File: src/rtl/vga_pkg.sv
`default_nettype none
// ==========================================================================
// Module   : vga_pkg
// Purpose  : 640x480@60 VGA timing constants and sync FSM state types.
// Revision : 1.0 - initial release
// ==========================================================================
package vga_pkg;

  localparam int VGA_DIV      = 4;
  localparam int VGA_H_ACTIVE = 640;
  localparam int VGA_H_FP     = 16;
  localparam int VGA_H_SYNC   = 96;
  localparam int VGA_H_BP     = 48;
  localparam int VGA_V_ACTIVE = 480;
  localparam int VGA_V_FP     = 10;
  localparam int VGA_V_SYNC   = 2;
  localparam int VGA_V_BP     = 33;

  localparam int VGA_H_TOTAL      = VGA_H_ACTIVE + VGA_H_FP + VGA_H_SYNC + VGA_H_BP;
  localparam int VGA_V_TOTAL      = VGA_V_ACTIVE + VGA_V_FP + VGA_V_SYNC + VGA_V_BP;
  localparam int VGA_H_SYNC_START = VGA_H_ACTIVE + VGA_H_FP;
  localparam int VGA_H_SYNC_END   = VGA_H_SYNC_START + VGA_H_SYNC;
  localparam int VGA_V_SYNC_START = VGA_V_ACTIVE + VGA_V_FP;
  localparam int VGA_V_SYNC_END   = VGA_V_SYNC_START + VGA_V_SYNC;

  typedef enum logic [1:0] {
    HS_VIS  = 2'd0,
    HS_FP   = 2'd1,
    HS_SYNC = 2'd2,
    HS_BP   = 2'd3
  } h_state_t;

  typedef enum logic [1:0] {
    VS_VIS  = 2'd0,
    VS_FP   = 2'd1,
    VS_SYNC = 2'd2,
    VS_BP   = 2'd3
  } v_state_t;

endpackage
`default_nettype wire

File: src/rtl/pixel_enable_gen.sv
`default_nettype none
// ==========================================================================
// Module   : pixel_enable_gen
// Purpose  : Divides clk by DIV into a one-cycle pixel-rate clock enable.
// Revision : 1.0 - initial release
// ==========================================================================
module pixel_enable_gen #(
  parameter int DIV = 4
) (
  input  logic clk,
  input  logic rst_n,
  input  logic enable,
  output logic pixel_adv,
  output logic pixel_tick
);

  localparam int CW = $clog2(DIV);
  localparam logic [CW-1:0] C_LAST = CW'(DIV - 1);

  logic [CW-1:0] r_div_cnt;
  logic          r_tick;

  // pixel_adv is the edge on which the tick registers; other logic may
  // use it to update in the same cycle pixel_tick is seen high.
  assign pixel_adv  = enable && (r_div_cnt == C_LAST);
  assign pixel_tick = r_tick;

  always_ff @(posedge clk or negedge rst_n) begin
    if (!rst_n) begin
      r_div_cnt <= '0;
      r_tick    <= 1'b0;
    end else if (!enable) begin
      r_div_cnt <= '0;
      r_tick    <= 1'b0;
    end else begin
      r_tick    <= pixel_adv;
      r_div_cnt <= pixel_adv ? '0 : r_div_cnt + 1'b1;
    end
  end

endmodule
`default_nettype wire

File: src/rtl/vga_sync_gen.sv
`default_nettype none
// ==========================================================================
// Module   : vga_sync_gen
// Purpose  : VGA hsync/vsync/video_on and pixel coordinates on clock100.
// Revision : 1.0 - initial release
// ==========================================================================
module vga_sync_gen
  import vga_pkg::*;
#(
  parameter int   DIV         = VGA_DIV,
  parameter int   H_ACTIVE    = VGA_H_ACTIVE,
  parameter int   H_FP        = VGA_H_FP,
  parameter int   H_SYNC      = VGA_H_SYNC,
  parameter int   H_BP        = VGA_H_BP,
  parameter int   V_ACTIVE    = VGA_V_ACTIVE,
  parameter int   V_FP        = VGA_V_FP,
  parameter int   V_SYNC      = VGA_V_SYNC,
  parameter int   V_BP        = VGA_V_BP,
  parameter logic SYNC_ACTIVE = 1'b0
) (
  input  logic       clock100,
  input  logic       resetn,
  input  logic       enable,
  output logic       pixel_tick,
  output logic       hsync,
  output logic       vsync,
  output logic       video_on,
  output logic [9:0] pixel_x,
  output logic [9:0] pixel_y,
  output logic       frame_start
);

  localparam int H_TOTAL = H_ACTIVE + H_FP + H_SYNC + H_BP;
  localparam int V_TOTAL = V_ACTIVE + V_FP + V_SYNC + V_BP;

  localparam logic [9:0] C_H_FP_START   = 10'(H_ACTIVE);
  localparam logic [9:0] C_H_SYNC_START = 10'(H_ACTIVE + H_FP);
  localparam logic [9:0] C_H_BP_START   = 10'(H_ACTIVE + H_FP + H_SYNC);
  localparam logic [9:0] C_H_LAST       = 10'(H_TOTAL - 1);
  localparam logic [9:0] C_V_FP_START   = 10'(V_ACTIVE);
  localparam logic [9:0] C_V_SYNC_START = 10'(V_ACTIVE + V_FP);
  localparam logic [9:0] C_V_BP_START   = 10'(V_ACTIVE + V_FP + V_SYNC);
  localparam logic [9:0] C_V_LAST       = 10'(V_TOTAL - 1);

  logic       w_adv;
  logic       w_h_wrap;
  logic       w_v_wrap;
  logic [9:0] w_x_nxt;
  logic [9:0] w_y_nxt;
  h_state_t   w_h_nxt;
  v_state_t   w_v_nxt;
  logic       w_hsync_nxt;
  logic       w_vsync_nxt;
  logic       w_video_nxt;
  logic       w_fs_nxt;

  logic [9:0] r_x;
  logic [9:0] r_y;
  h_state_t   r_h_state;
  v_state_t   r_v_state;
  logic       r_hsync;
  logic       r_vsync;
  logic       r_video;
  logic       r_fs;

  pixel_enable_gen #(
    .DIV (DIV)
  ) u_pixel_enable (
    .clk        (clock100),
    .rst_n      (resetn),
    .enable     (enable),
    .pixel_adv  (w_adv),
    .pixel_tick (pixel_tick)
  );

  assign w_h_wrap = (r_x == C_H_LAST);
  assign w_v_wrap = (r_y == C_V_LAST);

  // State register: counters, FSMs and registered decode all move together
  // on the pixel-advance edge so every output changes with pixel_tick.
  always_ff @(posedge clock100 or negedge resetn) begin
    if (!resetn) begin
      r_x       <= '0;
      r_y       <= '0;
      r_h_state <= HS_VIS;
      r_v_state <= VS_VIS;
      r_hsync   <= ~SYNC_ACTIVE;
      r_vsync   <= ~SYNC_ACTIVE;
      r_video   <= 1'b0;
      r_fs      <= 1'b0;
    end else begin
      r_fs <= w_fs_nxt;
      if (w_adv) begin
        r_x       <= w_x_nxt;
        r_y       <= w_y_nxt;
        r_h_state <= w_h_nxt;
        r_v_state <= w_v_nxt;
        r_hsync   <= w_hsync_nxt;
        r_vsync   <= w_vsync_nxt;
        r_video   <= w_video_nxt;
      end
    end
  end

  always_comb begin
    w_x_nxt = r_x;
    w_y_nxt = r_y;
    w_h_nxt = r_h_state;
    w_v_nxt = r_v_state;
    if (w_adv) begin
      w_x_nxt = w_h_wrap ? 10'd0 : r_x + 10'd1;
      case (r_h_state)
        HS_VIS:  if (w_x_nxt == C_H_FP_START)   w_h_nxt = HS_FP;
        HS_FP:   if (w_x_nxt == C_H_SYNC_START) w_h_nxt = HS_SYNC;
        HS_SYNC: if (w_x_nxt == C_H_BP_START)   w_h_nxt = HS_BP;
        HS_BP:   if (w_h_wrap)                  w_h_nxt = HS_VIS;
        default:                                w_h_nxt = HS_VIS;
      endcase
      if (w_h_wrap) begin
        w_y_nxt = w_v_wrap ? 10'd0 : r_y + 10'd1;
        case (r_v_state)
          VS_VIS:  if (w_y_nxt == C_V_FP_START)   w_v_nxt = VS_FP;
          VS_FP:   if (w_y_nxt == C_V_SYNC_START) w_v_nxt = VS_SYNC;
          VS_SYNC: if (w_y_nxt == C_V_BP_START)   w_v_nxt = VS_BP;
          VS_BP:   if (w_v_wrap)                  w_v_nxt = VS_VIS;
          default:                                w_v_nxt = VS_VIS;
        endcase
      end
    end
  end

  always_comb begin
    w_hsync_nxt = (w_h_nxt == HS_SYNC) ? SYNC_ACTIVE : ~SYNC_ACTIVE;
    w_vsync_nxt = (w_v_nxt == VS_SYNC) ? SYNC_ACTIVE : ~SYNC_ACTIVE;
    w_video_nxt = (w_h_nxt == HS_VIS) && (w_v_nxt == VS_VIS);
    w_fs_nxt    = w_adv && w_h_wrap && w_v_wrap;
  end

  assign hsync       = r_hsync;
  assign vsync       = r_vsync;
  assign video_on    = r_video;
  assign pixel_x     = r_x;
  assign pixel_y     = r_y;
  assign frame_start = r_fs;

endmodule
`default_nettype wire

File: config.mk
export PLATFORM = sky130hd
export DESIGN_NAME = vga_sync_gen
export DESIGN_NICKNAME = d
export VERILOG_FILES = /design/src/rtl/vga_pkg.sv /design/src/rtl/pixel_enable_gen.sv /design/src/rtl/vga_sync_gen.sv
export SDC_FILE = /design/constraint.sdc
export NUM_CORES = 1
export LEC_CHECK = 0
export BUFFER_PORTS_ARGS = -buffer_cell sky130_fd_sc_hd__buf_2
export CAP_MARGIN = 25
export CORE_MARGIN = 10
export CORE_UTILIZATION = 42
export DETAILED_ROUTE_END_ITERATION = 6
export PLACE_DENSITY = 0.65
export SYNTH_ARGS = -nofsm -noshare
export SYNTH_HDL_FRONTEND = slang
export SYNTH_HIERARCHICAL = 1
export SYNTH_SLANG_ARGS = --single-unit
export TNS_END_PERCENT = 50
File: constraint.sdc
create_clock -name clock100 -period 6.4 [get_ports clock100]
set_input_delay 1.28 -clock clock100 [delete_from_list [all_inputs] [get_ports clock100]]
set_output_delay 1.28 -clock clock100 [all_outputs]
set_load 0.005 [all_outputs]
# --- Yosys cells after proc, flatten, opt, wreduce, memory -nomap -nowiden ---
# Index checks and enable logic that the tools add are counted.
# Widths: inputs -> output; s select.
totals:
  regBits: 31
  word_cells: 59
op_classes:
  addsub: 3
  n_eq_ne: 17
  n_mux: 20
  reduce_logical: 9
op_table:
  columns: ["op", "count"]
  rows:
  - ["$eq 10x10->1 const B", 5]
  - ["$eq 10x9->1 const B", 3]
  - ["$mux 2", 13]
  - ["$add 10x1->10 const B", 2]
  - ["$mux 10", 2]
  - ["$pmux 2 s4", 2]
  - ["$eq 2x2->1 const B", 7]
  - ["$logic_not 2->1", 4]
  - ["$eq 2x1->1 const B", 2]
  - ["$logic_and 1x1->1", 4]
  - ["$mux 1", 3]
  - ["$add 2x1->2 const B", 1]
  - ["$reduce_and 2->1", 1]

# --- Longest topological paths before layout ---
# Gate-level depths: netlist of run 1.
logic_depth:
  ltp_word: 9
  ltp_mapped: 10
  ltp_nobuf: 9

# --- Modules after synthesis ---
# Netlist of run 1, hierarchy kept.
by_module_without_submodules:
  columns: ["mod", "n_inst", "cells_per_inst", "area_per_inst_um2"]
  rows:
  - ["vga_sync_gen", 1, 208, 1903.1]
  - ["pixel_enable_gen", 1, 7, 116.4]

# --- Worst setup path before layout of run 1 ---
# No wires, ideal clock.
synth_timing:
  path_kind: "input port to flip-flop"
  start: "input port enable"
  end: "register r_video, in the netlist video_on"
  arrival_time_ns: 2.396
  slack_ns: 3.908
  cell_stages: 6
  n_path_buf: 0
  path_cell_list: "and2_2 -> nand4_1 -> a211oi_1 -> nand4_1 -> a22o_2 -> o32ai_2"
synth_via:
  elab_chain_len: 4
  word_cells_on_any_way: 6
synth_rtl:
  columns: ["item", "line", "rtl"]
  rows:
  - ["from (decl)", "vga_sync_gen.sv:23", "input logic enable,"]
  - ["$logic_and 1x1->1 *", "pixel_enable_gen.sv:25", "assign pixel_adv = enable && (r_div_cnt == C_LAST);"]
  - ["$mux 2", "vga_sync_gen.sv:110", "if (w_adv) begin"]
  - ["$logic_not 2->1", "vga_sync_gen.sv:135", "w_video_nxt = (w_h_nxt == HS_VIS) && (w_v_nxt == VS_VIS);"]
  - ["$logic_and 1x1->1", "vga_sync_gen.sv:135", null]
  - ["to (signal assigned)", "vga_sync_gen.sv:100", "r_video <= w_video_nxt;"]
  - ["to (decl)", "vga_sync_gen.sv:63", "logic r_video;"]
# Every way passes the cells marked *; elsewhere a longest branch is shown, timed or not.
# A chain may end at the register's enable or synchronous reset.

# --- Final worst setup path of run 1 ---
layout_timing:
  start: "input port enable"
  end: "register r_video, in the netlist video_on"
layout_via:
  elab_chain_len: 4
  word_cells_on_any_way: 6
layout_rtl:
  columns: ["item", "line", "rtl"]
  rows:
  - ["$logic_and 1x1->1 *", "pixel_enable_gen.sv:25", null]
  - ["net w_adv", "vga_sync_gen.sv:45", "logic w_adv;"]
  - ["$mux 2", "vga_sync_gen.sv:110", null]
  - ["$logic_not 2->1", "vga_sync_gen.sv:135", null]
  - ["$logic_and 1x1->1", "vga_sync_gen.sv:135", null]
# Mark *: on every way through the listed nets, which the timed path passes. The rest lies on a longest branch.

==> out/qor.txt, run 1 <==
Slew @ Worst Pin -> 713 ps
Max-cap violations -> 0
Slew margin rel. -> 0.524
Global-route wire length before repair -> 7580 µm
Synth area leader -> dfrtp_1
H-tree levels -> 2
WS Path Type -> input port to flip-flop
Routed WL per cell -> 15.4 µm
DR vias -> 1675
Hold Path Stages -> 1
CP max FO -> 23
Share of cells above drive strength 1 -> 0.241
RSZ-0062 raised after global routing -> no
Synth cell types -> 56
Syn_area_per_cell -> 9.39 µm²
Period utilisation layout -> 0.509
Routed Antenna Nets -> 0
Area delta synth->final -> 11.2%
Register area share after synthesis -> 0.385
Hpwl dp -> 3150 µm
Met3 WL -> 264 µm
Initial antenna violation count -> 0
Data required time of the critical path -> 6590 ps
Top sig layer -> met4
Post-Layout Inst Area -> 0.00225 mm²
DIE AREA -> 0.00798 mm²
Total power -> 0.000505 W
Vias in the first global route -> 1543
Most frequent cells after synthesis -> dfrtp_1, nand2_1, nand3_1
# port buffers -> 27
Fmax -> 0.307 GHz
Worst hold path type -> flip-flop to flip-flop
Mapped Area -> 0.00202 mm²
GPL Wtd Cong -> 0.779
CTS max path bufs -> 2
Net Count, Synth -> 223
Predominant post-synthesis flop cell -> dfrtp_1
Post-CTS Setup Inserts -> 0
Worst skew pair latency -> 290 ps
Final Hold Violating Endpoints -> 0
# IOs -> 28
Starting DRT DRC Count -> 130
P_leak -> 0.982 nW
Endpoints failing setup -> 0
Drt via density -> 5.76
Type of origin of the critical path -> input port
Most numerous cell in the Yosys netlist -> dfrtp_1
Syn Inst Count -> 215
DRT Pass-1 Iters -> 4
Layout net count -> 244
Clk slew on worst S/H paths -> 60 ps
Largest net degree at the start of global routing -> 32
Clock Sinks -> 31
Minimum clock period -> 3260 ps
CTS tree -> done
Final Max Slew Viols -> 0
Pwr dens -> 225 mW/mm²
Initial Util -> 0.430
Die Ht -> 89.3 µm
Status -> complete, no violations
Setup tns final -> 0 ps
Diodes inserted -> 0
DRC -> 0
Worst Reg-to-Reg Cells -> 7
Hold Buf Count CTS -> 0
Endpoint class of the critical path -> flip-flop
Drt total wl -> 4490 µm
Core ar. -> 0.00469 mm²
Standard-cell rows -> 25
DR WL met2 -> 1980 µm
Crit path DAT -> 3450 ps
DP Area -> 0.00215 mm²
Root Driver -> clkbuf_8
Peak supply drop -> 0.0000974 V
Cts repair resizes -> 0
Final worst clock skew -> 7.19 ps
Grt total ovfl -> 0
Hold slack -> 458 ps
Yosys warnings -> 6
Asr flop ratio synth -> 1.00
Met1 Wirelength -> 2190 µm
Number of synthesized flops with an enable pin -> 0
CTS buffer count -> 5
GRT Total Usage -> 0.120
Yosys reg bits -> 31
Die outline width -> 89.3 µm
Post-synth top area share -> 0.359
Synth area leaders -> dfrtp_1, xnor2_1, nand2_1
==> area by class of cell <==
type | instances | area (µm²)
flip-flops and latches | 31 | 778
well taps | 54 | 67.6
multi-input cells | 165 | 1140
fillers | 455 | 2450
inverters | 6 | 22.5
repair buffers | 27 | 135
clock buffers | 8 | 100
==> registers in the layout (all words and copies together), names as in the netlist <==
signal / count
hsync: 1
video_on: 1
r_v_state: 2
frame_start: 1
vsync: 1
pixel_y: 10
pixel_x: 10
u_pixel_enable/r_div_cnt: 2
u_pixel_enable/pixel_tick: 1
r_h_state: 2
==> cells by family after synthesis <==
family          Yosys count  share of synthesized area
mux                       3                     0.0167
simple gates             97                      0.286
fa+ha+maj                 5                     0.0310
compound gates           44                      0.163
flops                    31                      0.385
buf+inv                  19                     0.0489
xor+xnor                 16                     0.0694
==> worst paths after layout <==
| path | end | slack [ps] | from |
|---|---|---|---|
| worst max-delay path | video_on | 3140 | enable |
| worst min-delay path | u_pixel_enable/r_div_cnt[0] | 460 | u_pixel_enable/r_div_cnt[0] |
| worst max register to register | video_on | 3620 | u_pixel_enable/r_div_cnt[0] |
| worst min register to register | u_pixel_enable/r_div_cnt[0] | 460 | u_pixel_enable/r_div_cnt[0] |
| max in group asynchronous | pixel_x[9] | 4890 | resetn |
| min in group asynchronous | pixel_x[2] | 1040 | resetn |
==> layout by cell type (no fill, tap or decap), drive strengths merged, types with 4 or more instances in the layout <==
master   n
xnor2   10
buf     27
nand2   23
ha       5
xor2     6
nand4    6
nor2    12
o21ai   13
nand3   14
and4     6
dfrtp   29
and3     5
clkbuf   8
nor3     4
nor4     4
inv      6
a21oi    6
==> where the power goes <==
part           switching (W)  internal (W)  leakage (nW)  total [W]
combinational      0.0000413     0.0000454         0.514  0.0000867
sequential         0.0000246      0.000221         0.416   0.000246
clock              0.0000744     0.0000981        0.0515   0.000173
total               0.000140      0.000365         0.982   0.000505
==> worst max-delay path: stages <==
cell and delay (ps):
buf_2 90, and2_2 430, nand4_1 580, a211oi_1 380
nand4_1 140, a22o_2 320, o32ai_2 230
==> through the flow <==
stage	std cells	utilization	setup slack [ps]
after global placement	283	0.457	2920
final	291	0.479	3140
after detailed placement	283	0.457	2840
after global routing	291	0.479	2860
after CTS	291	0.479	3150
after floorplan	215	-	3910
==> routing by layer <==
metal / up-vias / track usage
li1: 834 / -
met1: 798 / 0.160
met2: 38 / 0.176
met3: 5 / 0.0383
met4: 0 / 0.0434
met5: - / 0
Power figures use the tool's default switching activity.
==> run 2, diff against run 1 <==
==> constraint.sdc (replaced) <==
create_clock -name clock100 -period 3.3 [get_ports clock100]
set_input_delay 0.66 -clock clock100 [delete_from_list [all_inputs] [get_ports clock100]]
set_output_delay 0.66 -clock clock100 [all_outputs]
set_load 0.005 [all_outputs]
==> out/qor.txt, run 2 (synthesis gave the netlist of run 1 again) <==
RR Endpoint -> video_on
DR vias -> 1705
Routed WL per cell -> 15.5 µm
Critical path's slowest cell -> dfrtp_1
Max stage delay on crit path -> 530 ps
Final worst clock skew -> 9.12 ps
Minimum clock period -> 2440 ps
R2r setup slk -> 860 ps
CP delay by family, top -> simple AND/OR/NAND/NOR gates
Global-route wire length before repair -> 7880 µm
CTS buffer count -> 5
Final Hold Violating Endpoints -> 0
Pre-CTS WS -> 907 ps
Vias in the first global route -> 1610
Endpoint class of the critical path -> flip-flop
CTS max path bufs -> 2
Peak supply drop -> 0.000188 V
Setup crit end -> video_on
GPL Wtd Cong -> 0.795
Standard-cell rows -> 25
Worst skew pair latency -> 280 ps
Diodes inserted -> 0
Crit path DAT -> 2630 ps
Post-Layout Cell Count -> 293
Type of origin of the critical path -> flip-flop
Placed Cells -> 285
Total power -> 0.000980 W
Area delta synth->final -> 12.0%
CP bufs+invs -> 0
Data required time of the critical path -> 3490 ps
Cts repair resizes -> 0
# port buffers -> 27
Pwr dens -> 433 mW/mm²
CP Launch Point -> pixel_y[0]
Core ar. -> 0.00469 mm²
Layout Utilization -> 0.482
Period utilisation layout -> 0.740
# IOs -> 28
Grt total ovfl -> 0
CTS tree -> done
Reg-to-Reg Start -> pixel_y[0]
Crit path cell chain -> ha_1, nand3_1, or4_1, nand3_1, nand4_1, a22o_2, o32ai_2
Drt via density -> 5.82
Root Driver -> clkbuf_8
CP max FO -> 12
Worst hold path type -> input port to async pin
GRT Total Usage -> 0.124
Largest net degree at the start of global routing -> 32
Clk slew on worst S/H paths -> 70 ps
Die outline width -> 89.3 µm
Slew margin rel. -> 0.528
Status -> complete, no violations
Commonest non-fill, non-tap cell in the layout -> dfrtp_1
Setup tns final -> 0 ps
Final Max Slew Viols -> 0
DRT Pass-1 Iters -> 4
Die Ht -> 89.3 µm
Final setup margin -> 858 ps
Endpoints failing setup -> 0
Hold Buf Count CTS -> 0
Initial antenna violation count -> 0
P_leak -> 0.991 nW
Starting DRT DRC Count -> 160
Drt total wl -> 4530 µm
DIE AREA -> 0.00798 mm²
Worst Reg-to-Reg Cells -> 7
Post-CTS Setup Inserts -> 0
WS Path Type -> flip-flop to flip-flop
Initial Util -> 0.430
H-tree levels -> 2
Levels on crit path -> 7
Routed Antenna Nets -> 0
Hpwl dp -> 3240 µm
Crit path top cell by count -> nand3_1
Layout net count -> 246
RSZ-0062 raised after global routing -> no
Max-cap violations -> 0
Share of cells above drive strength 1 -> 0.247
Slew @ Worst Pin -> 707 ps
Fmax -> 0.410 GHz
Clock Sinks -> 31
DRC -> 0
Most frequent cells in the layout -> dfrtp_1, buf_2, nand2_1
-- run 2: cell count changes in the layout (fill, tap and decap cells not counted) --
cell   before  now
buf_4       0    2
-- run 2: worst min path at each step --
stage	slack (ps)	start	cells past startpoint	end
final	420	resetn	1	pixel_x[4]
after global routing	480	resetn	1	pixel_x[4]
after CTS	450	resetn	1	pixel_y[6]
after detailed placement	450	u_pixel_enable/r_div_cnt[0]	1	u_pixel_enable/r_div_cnt[0]
after global placement	450	u_pixel_enable/r_div_cnt[0]	1	u_pixel_enable/r_div_cnt[0]
after floorplan	360	resetn	0	frame_start
-- run 2: layer usage --
layer  GRT usage  vias up  wire length (µm)  share of wire
met3      0.0401        5               286          0.063
li1            -      844                 -              -
met2       0.180       41              1980           0.44
met4      0.0390        0                62          0.014
met5           0        -                 0              0
met1       0.170      815              2210           0.49
-- run 2: stage by stage --
| step | cell area [µm²] | hold WS, ps |
|---|---|---|
| 2_1_floorplan | 2020 | 364 |
| 3_3_place_gp | 2160 | 448 |
| 3_5_place_dp | 2160 | 448 |
| 4_1_cts | 2260 | 447 |
| 5_1_grt | 2260 | 478 |
| 6_report | 2260 | 419 |
-- run 2: area by class of cell --
type                            count  area (µm²)
Clock buffer                        8         100
Tap cell                           54        67.6
Sequential cell                    31         778
Timing Repair Buffer               29         150
Multi-Input combinational cell    165        1140
Inverter                            6        22.5
Fill cell                         464        2430
-- run 2: power by group --
group | switching, W | internal, W | total [W]
Clock | 0.000145 | 0.000190 | 0.000335
Combinational | 0.0000795 | 0.0000887 | 0.000168
Sequential | 0.0000478 | 0.000429 | 0.000477
==> run 3, diff against run 2 <==
==> constraint.sdc (replaced) <==
create_clock -name clock100 -period 2.3 [get_ports clock100]
set_input_delay 0.46 -clock clock100 [delete_from_list [all_inputs] [get_ports clock100]]
set_output_delay 0.46 -clock clock100 [all_outputs]
set_load 0.005 [all_outputs]
==> out/qor.txt, run 3 (synthesis gave the netlist of run 1 again) <==
Minimum clock period -> 2190 ps
Hold Buf Count CTS -> 0
Core ar. -> 0.00469 mm²
# IOs -> 28
Pwr dens -> 583 mW/mm²
Type of origin of the critical path -> flip-flop
Hpwl dp -> 3470 µm
Most frequent cells in the layout -> dfrtp_1, buf_2, nand2_1
H-tree levels -> 2
CTS tree -> done
Area delta synth->final -> 20.5%
Peak supply drop -> 0.000281 V
Grt total ovfl -> 0
Starting DRT DRC Count -> 113
Endpoints failing setup -> 0
Critical path's slowest cell -> dfrtp_1
Layout Utilization -> 0.519
Share of cells above drive strength 1 -> 0.328
Largest net degree at the start of global routing -> 32
Total power -> 0.00142 W
RR Endpoint -> video_on
CP delay by family, top -> compound AO/OA/AOI/OAI gates
Slew margin rel. -> 0.533
# port buffers -> 27
RSZ-0062 raised after global routing -> yes
CP max FO -> 5
Global-route wire length before repair -> 8580 µm
GPL Wtd Cong -> 0.823
DRC -> 0
Max-cap violations -> 0
Endpoint class of the critical path -> flip-flop
Drt via density -> 5.66
DRT Pass-1 Iters -> 4
Slew @ Worst Pin -> 701 ps
Worst Reg-to-Reg Cells -> 8
DIE AREA -> 0.00798 mm²
Clock Sinks -> 31
GRT Total Usage -> 0.135
Die outline width -> 89.3 µm
Reg-to-Reg Start -> pixel_y[0]
Routed Antenna Nets -> 0
Data required time of the critical path -> 2500 ps
Diodes inserted -> 0
Drt total wl -> 4850 µm
Crit path DAT -> 2390 ps
Clk slew on worst S/H paths -> 70 ps
Period utilisation layout -> 0.953
Layout net count -> 266
Final Max Slew Viols -> 0
DR vias -> 1773
Worst skew pair latency -> 290 ps
P_leak -> 1.08 nW
Vias in the first global route -> 1813
R2r setup slk -> 110 ps
Initial Util -> 0.430
Standard-cell rows -> 25
Routed WL per cell -> 15.5 µm
Root Driver -> clkbuf_8
Die Ht -> 89.3 µm
Final Hold Violating Endpoints -> 0
Fmax -> 0.456 GHz
Max stage delay on crit path -> 420 ps
Status -> complete, no violations
Crit path cell chain -> ha_1, buf_4, xnor2_1, nand4b_1, nor3_1, nand4_1, a22o_2, o32ai_2
CTS buffer count -> 5
Initial antenna violation count -> 0
CTS max path bufs -> 2
Final worst clock skew -> 6.52 ps
CP bufs+invs -> 1
Worst hold path type -> input port to async pin
WS Path Type -> flip-flop to flip-flop
==> run 3: cell count changes in the layout (fill, tap and decap cells not counted), moves of 2 or more <==
cell,previous run,this run
dfrtp_1,29,27
buf_4,2,22
clkbuf_8,7,5
dfrtp_2,0,2
clkbuf_1,1,3
==> run 3: repair_timing <==
action / 4_1_cts / 5_1_grt
gates resized for setup: 0 / 10
endpoints found under the setup margin: 0 / 3
buffers inserted: 0 / 1
==> run 3: how the worst max path moves through the flow <==
stage	startpoint	to	slack, ps	cells past startpoint
2_1_floorplan	pixel_x[0]	hsync	0.5	8
3_3_place_gp	pixel_x[0]	video_on	120	8
3_5_place_dp	pixel_x[0]	hsync	70	7
4_1_cts	pixel_x[0]	hsync	60	7
5_1_grt	pixel_x[1]	hsync	-10	7
6_report	pixel_y[0]	video_on	110	8
==> run 3: through the flow <==
step | instance area, µm² | setup TNS, ps | std cells | hold slack [ps] | setup slack (ps)
2_1_floorplan | 2020 | 0 | 215 | 164 | 0.539
3_3_place_gp | 2310 | 0 | 304 | 445 | 124
3_5_place_dp | 2310 | 0 | 304 | 450 | 67.9
4_1_cts | 2390 | 0 | 312 | 241 | 56.8
5_1_grt | 2430 | -12.5 | 313 | 283 | -12.5
6_report | 2430 | 0 | 313 | 217 | 108
==> run 3: worst register-to-register path, cell delays in order, from the launching register on <==
cell	delay, ps
dfrtp_1	420
ha_1	230
buf_4	150
xnor2_1	240
nand4b_1	130
nor3_1	240
nand4_1	140
a22o_2	320
o32ai_2	240
==> run 3: power by group <==
| part | switching (W) | internal, W |
|---|---|---|
| Sequential | 0.0000620 | 0.000616 |
| Combinational | 0.000148 | 0.000169 |
| Clock | 0.000210 | 0.000215 |
==> run 3: per-layer routing <==
metal,vias to the layer above,global-route usage,wire length [µm]
met2,40,0.209,2190
met3,6,0.0401,257
met4,0,0.0434,59
met1,851,0.175,2350
li1,876,-,-
met5,-,0,0
==> run 3: final cells by class <==
class                      instances  area, µm²
sequential                        31        781
clock buffer                       8       80.1
fill                             458       2260
multi-input combinational        165       1180
inverter                           6       22.5
timing repair buffer              49        300
tap                               54       67.6
